**config.mk**
```make
export PLATFORM = sky130hd
export DESIGN_NAME = spinner_accum
export DESIGN_NICKNAME = d
export VERILOG_FILES = /design/src/rtl/spinner_pkg.sv /design/src/rtl/spin_edge_det.sv /design/src/rtl/spinner_accum.sv
export SDC_FILE = /design/constraint.sdc
export NUM_CORES = 1
export LEC_CHECK = 0
export ABC_AREA = 1
export BUFFER_PORTS_ARGS = -buffer_cell sky130_fd_sc_hd__buf_2
export CAP_MARGIN = 15
export CORE_AREA = 3 3 40 42
export CTS_BUF_LIST = sky130_fd_sc_hd__clkbuf_2
export DETAILED_ROUTE_END_ITERATION = 16
export DIE_AREA = 0 0 43 45
export PLACE_DENSITY = 0.83
export SYNTH_ARGS = -nofsm -noshare
export SYNTH_HDL_FRONTEND = slang
export SYNTH_SLANG_ARGS = --single-unit
```
**constraint.sdc**
```tcl
create_clock -name clk -period 2.1 [get_ports clk]
set_clock_uncertainty 0.05 [all_clocks]
set_input_delay 0.21 -clock clk [delete_from_list [all_inputs] [get_ports clk]]
set_output_delay 0.21 -clock clk [all_outputs]
set_load 0.01 [all_outputs]
```
**src/rtl/spinner_pkg.sv**
```systemverilog
// Shared geometry and helpers for the spinner/dial accumulator.
// Latency: n/a (types, constants and pure functions only).
// Backpressure: n/a.
//
// Contents: default parameter values, accumulator width rule (AW = WIDTH + FRAC),
// acc_t for the default geometry, and the slow/fast step selector.
package spinner_pkg;

    localparam int WIDTH_DEF     = 4;
    localparam int FRAC_DEF      = 3;
    localparam int SLOW_STEP_DEF = 2;
    localparam int FAST_STEP_DEF = 8;
    localparam int HID_SHIFT_DEF = 0;

    // Accumulator holds the presented angle plus sub-step fraction bits below it.
    function automatic int spin_aw(input int width, input int frac);
        return width + frac;
    endfunction

    localparam int AW = WIDTH_DEF + FRAC_DEF;

    typedef logic signed [AW-1:0] acc_t;

    function automatic int unsigned step_sel(input logic        fast,
                                             input int unsigned slow_step,
                                             input int unsigned fast_step);
        return fast ? fast_step : slow_step;
    endfunction

endpackage

```
**src/rtl/spin_edge_det.sv**
```systemverilog
// Single-bit event detector: rising edge (TOGGLE=0) or any toggle after priming (TOGGLE=1).
// Latency: o_evt is combinational from i_sig against the value registered last cycle.
// Backpressure: none; every event is reported exactly once in the cycle it appears.
//
// Ports: clk, reset_n (async active-low), i_sig (level input synchronous to clk),
//        o_evt (one-cycle event indication).
module spin_edge_det #(
    parameter bit TOGGLE = 1'b0
) (
    input  logic clk,
    input  logic reset_n,
    input  logic i_sig,
    output logic o_evt
);

    logic r_sig_d;

    always_ff @(posedge clk or negedge reset_n) begin
        if (!reset_n) begin
            r_sig_d <= 1'b0;
        end else begin
            r_sig_d <= i_sig;
        end
    end

    generate
        if (TOGGLE) begin : g_toggle
            // The first cycle out of reset only captures the current level, so a
            // toggle bit already high at release is not mistaken for a new sample.
            logic r_primed;

            always_ff @(posedge clk or negedge reset_n) begin
                if (!reset_n) begin
                    r_primed <= 1'b0;
                end else begin
                    r_primed <= 1'b1;
                end
            end

            assign o_evt = r_primed & (i_sig ^ r_sig_d);
        end else begin : g_rise
            assign o_evt = i_sig & ~r_sig_d;
        end
    endgenerate

endmodule

```
**src/rtl/spinner_accum.sv**
```systemverilog
// Dial angle accumulator: joystick strobe steps and HID spinner deltas into a wrapping angle.
// Latency: event cycle N -> accumulator at edge N -> spin_out/spin_chg at edge N+1.
// Backpressure: none; one accumulate per cycle, digital and HID events merged in one add.
//
// Ports: clk, reset_n (async active-low; release expected synchronous to clk),
//        plus/minus/fast (digital direction and speed), strobe (frame tick, level),
//        spin_in[8] toggle-per-sample / spin_in[7:0] signed delta,
//        spin_out (angle, registered), spin_chg (one-cycle pulse on angle change).
// Build option: define SPIN_HID_EN to enable the HID delta path; otherwise spin_in is ignored.
import spinner_pkg::*;

module spinner_accum #(
    parameter int WIDTH     = WIDTH_DEF,
    parameter int FRAC      = FRAC_DEF,
    parameter int SLOW_STEP = SLOW_STEP_DEF,
    parameter int FAST_STEP = FAST_STEP_DEF,
    parameter int HID_SHIFT = HID_SHIFT_DEF
) (
    input  logic             clk,
    input  logic             reset_n,
    input  logic             plus,
    input  logic             minus,
    input  logic             fast,
    input  logic             strobe,
    input  logic [8:0]       spin_in,
    output logic [WIDTH-1:0] spin_out,
    output logic             spin_chg
);

    localparam int ACC_W = spin_aw(WIDTH, FRAC);

    logic             w_strobe_edge;
    logic [ACC_W-1:0] w_step;
    logic [ACC_W-1:0] w_dig_delta;
    logic [ACC_W-1:0] w_hid_delta;
    logic [ACC_W-1:0] r_acc;
    logic [WIDTH-1:0] r_spin_out;
    logic             r_spin_chg;

    // ---------------- digital path ----------------
    spin_edge_det #(.TOGGLE(1'b0)) u_strobe_det (
        .clk     (clk),
        .reset_n (reset_n),
        .i_sig   (strobe),
        .o_evt   (w_strobe_edge)
    );

    assign w_step = ACC_W'(step_sel(fast, SLOW_STEP, FAST_STEP));

    // Opposing directions pressed together cancel rather than favour one side.
    always_comb begin
        w_dig_delta = '0;
        if (w_strobe_edge) begin
            if (plus && !minus) begin
                w_dig_delta = w_step;
            end else if (minus && !plus) begin
                w_dig_delta = '0 - w_step;
            end
        end
    end

    // ---------------- HID path ----------------
`ifdef SPIN_HID_EN
    logic             w_hid_evt;
    logic [ACC_W-1:0] w_hid_sext;

    spin_edge_det #(.TOGGLE(1'b1)) u_hid_det (
        .clk     (clk),
        .reset_n (reset_n),
        .i_sig   (spin_in[8]),
        .o_evt   (w_hid_evt)
    );

    // Sign-extend (or truncate) to accumulator width; the add wraps modulo 2^ACC_W anyway.
    assign w_hid_sext  = ACC_W'(signed'(spin_in[7:0]));
    assign w_hid_delta = w_hid_evt ? (w_hid_sext << HID_SHIFT) : '0;
`else
    logic w_unused_spin_in;

    assign w_unused_spin_in = ^spin_in;
    assign w_hid_delta      = '0;
`endif

    // ---------------- accumulator and output ----------------
    always_ff @(posedge clk or negedge reset_n) begin
        if (!reset_n) begin
            r_acc <= '0;
        end else begin
            r_acc <= r_acc + w_dig_delta + w_hid_delta;
        end
    end

    always_ff @(posedge clk or negedge reset_n) begin
        if (!reset_n) begin
            r_spin_out <= '0;
            r_spin_chg <= 1'b0;
        end else begin
            r_spin_out <= r_acc[ACC_W-1:FRAC];
            r_spin_chg <= (r_acc[ACC_W-1:FRAC] != r_spin_out);
        end
    end

    assign spin_out = r_spin_out;
    assign spin_chg = r_spin_chg;

endmodule

```
==> impl_results.md <==
* Initial antenna violation count at 0
* Count of distinct cell types in the synthesized netlist at 17
* Die Footprint at a little under 2000 µm²
* Dominant combinational cell family by area after synthesis: simple AND/OR/NAND/NOR gates
* Design area at approximately 770 µm²
* End point of the critical path: r_acc[5]
* DRT Pass-1 Iters at 4
* Post-synthesis sequential element count at 12
* Launching point of the worst reg2reg path: u_strobe_det.r_sig_d
* Number of pins exceeding their max-slew limit in the final report at 0
* Effective utilization at floorplan at 0.513
* Simple-gate share of the synthesized area at 0.230
* Arrival time of data at the critical path endpoint at around 2 ns
* Layout cells sized above 1 at 0.227
* Complex-gate fraction of the synthesized area at 0.0342
* Final-stage net count at 110
* Largest cells by area after synthesis: dfrtp_1 46%, nand2_1 10%, ha_1 9.5%
* RSZ-0062 raised after global routing: no
* Max Clock Freq at 0.521 GHz
* Number of buffers on the longest clock path at 2
* Latest clock arrival within the worst-skew pair at about 0.27 ns
* Count of endpoints failing setup in the final report at 0
* Critical path required time at approximately 2.2 ns
* Core Region at 1280 µm²
* Nature of the critical path endpoint: register
* Number of global-route vias before repair at around 520
* Average instance area after synthesis at between 9 and 10 µm²
* Synthesized area at approximately 660 µm²
* Cell accounting for the most synthesized area: dfrtp_1
* Critical Setup Path Class: input port to register
* Max Fanout on Critical Path at 4
* Number of cells on the worst reg-to-reg path at 11
* Std cell rows at 13
* Worst-case setup slack after placement at approximately 0.38 ns
* Synthesized instance count at just over 70
* Setup_tns at 0 ns
* Count of hold-fix buffers inserted at cts at 1
* TritonCTS clock tree: done
* Routed wirelength normalized by instance count at between 10 and 15 µm
* Filler cell count at between 100 and 150
* I/O pin total at 20
* Warning count from the yosys run at 0
* Placed inst area at approximately 730 µm²
* Portion of netlist area occupied by mux cells at 0
* Kind of path behind the tightest hold check: input port to asynchronous set/reset pin
* Root buffer selected by CTS: clkbuf_2
* Port Buf Inserts at 10
* H-tree depth reported by CTS at 1
* Synthesized-area fraction occupied by adder cells at 0.125
* Area growth syn-to-layout at 16.3%
* Via total after detailed routing at 526
* PnR worst setup slack at approximately 0.18 ns
* Worst hold slack across all endpoints at about 0.27 ns
* Global-route total usage across every layer at 0.144
* Endpoint of the most critical register-to-register path: r_acc[6]
* Final Critical Period at 1.92 ns
* Max-cap violation count at 0
* Nature of the critical path startpoint: input port
* Overall power consumption at 0.886 mW
* Detailed Route WL at ~1100 µm
* Critical path's largest stage delay at 0.53 ns
* Die W at approximately 43 µm
* Synth top area share at 0.455
* Status: finished, final reports clean
* Power per cell area at roughly 1200 nW/µm²
* PostCTS Resize Cnt at 0
* Detail Placement HPWL at about 850 µm
* Max IR drop VDD at 0.594 mV
* Worst-path cell with the longest stage delay: dlygate4sd3_1
* Clock buffers created by TritonCTS at 3
* Final Hold Viols at 0
* Number of setup buffers added after CTS at 0
* Final core occ at 0.597
* Final weighted congestion in routability-driven placement at just over 0.8
* Post-Synthesis Net Count at slightly above 90
* Detailed-route DRC error count at 0
* # placed instances at 97
* Global route overflow at 0
* Number of vias per cell after detailed routing at 5.11
* P_leak at between 0.4 and 0.5 nW
* Vertical die dimension at 45 µm
* CTS Sinks at 12
* First-pass GRT wire length at roughly 2000 µm
* R2R setup slack at between 0.3 and 0.4 ns
* Number of nets still failing antenna checks after routing at 0
* Transition at the pin with the smallest max-transition slack at ~0.26 ns
* Clock-pin slew on the worst setup and hold paths at about 0.12 ns
* Post-Layout Cell Count at a little over 100
* Worst slew margin relative to its limit at 0.824
* Beginning of the critical path: strobe
* Final period util at 0.914
* Number of design-rule violations left by the first detailed-router iteration at 25
* Antenna diode instance count at 0
* Share of the synthesized netlist area taken by xor and xnor gates at 0.0930
* Largest net degree at the start of global routing at 13
* List of cells traversed by the critical path: dlygate4sd3_1, buf_2, inv_1, nor2_2, nand3_1, inv_1, ha_1, fa_1, nand3_1, nand2_1, xor2_1
* Sequential element share of the synthesized area at 0.455
## state kept, by name, indices dropped and copies added, names as in the netlist
register,count
spin_chg,1
u_strobe_det.r_sig_d,1
spin_out,4
r_acc,6
## layer usage
| metal | track usage | up-vias | routed length (µm) |
|---|---|---|---|
| met4 | 0.0904 | 0 | 27 |
| met1 | 0.146 | 244 | 417 |
| met5 | 0 | - | 0 |
| li1 | - | 256 | - |
| met2 | 0.254 | 23 | 548 |
| met3 | 0.0478 | 3 | 96 |
## cell families after synthesis
kind of cell | Yosys count
fa+ha+maj | 6
flops | 12
buf+inv | 11
simple gates | 32
compound gates | 4
xor+xnor | 7
## critical path: cells and delay by family
| family | cells | cell delay, ns |
|---|---|---|
| simple gates | 4 | 0.29 |
| fa+ha+maj | 2 | 0.64 |
| xor+xnor | 1 | 0.14 |
| buf+inv | 4 | 0.77 |
## where the power goes
| group | internal, mW | switching, mW | leakage [nW] | total (mW) |
|---|---|---|---|---|
| combinational | 0.166 | 0.183 | 0.266 | 0.349 |
| sequential | 0.333 | 0.0799 | 0.140 | 0.412 |
| clock | 0.0413 | 0.0828 | 0.0140 | 0.124 |
## worst min-delay path by stage
stage                 start              endpoint  slack [ns]  cells after the start
finish              reset_n           spin_out[2]        0.27                      2
CTS                  strobe  u_strobe_det.r_sig_d       0.002                      1
floorplan           reset_n              r_acc[1]       -0.14                      0
global placement    reset_n              spin_chg        0.04                      1
global route        reset_n           spin_out[2]        0.29                      2
detailed placement  reset_n           spin_out[2]        0.05                      1
## cell type report
class / instances / area [µm²] / area share
timing repair buffer: 12 / 70.1 / 0.0914
sequential: 12 / 300 / 0.392
inverter: 11 / 41.3 / 0.0538
clock inverter: 1 / 3.75 / 0.00489
multi-input combinational: 49 / 318 / 0.414
clock buffer: 3 / 15.0 / 0.0196
tap: 15 / 18.8 / 0.0245
## layout by cell type, fill, tap and decap left out, drive strengths merged
cell type     n
a21oi         3
inv          11
nor2          5
buf          10
nand2        21
nor3          1
clkinv        1
clkbuf        3
xnor2         5
fa            1
ha            5
nand4         1
nand3         4
xor2          2
o31ai         1
dfrtp        12
dlygate4sd3   2
## Yosys cell counts (all sizes together)
cell and count:
a21oi 3, dfrtp 12, fa 1, ha 5, inv 11, nand2 21
nand3 4, nand4 1, nor2 5, nor3 1, o31ai 1, xnor2 5
xor2 2
Power figures use the tool's default switching activity.
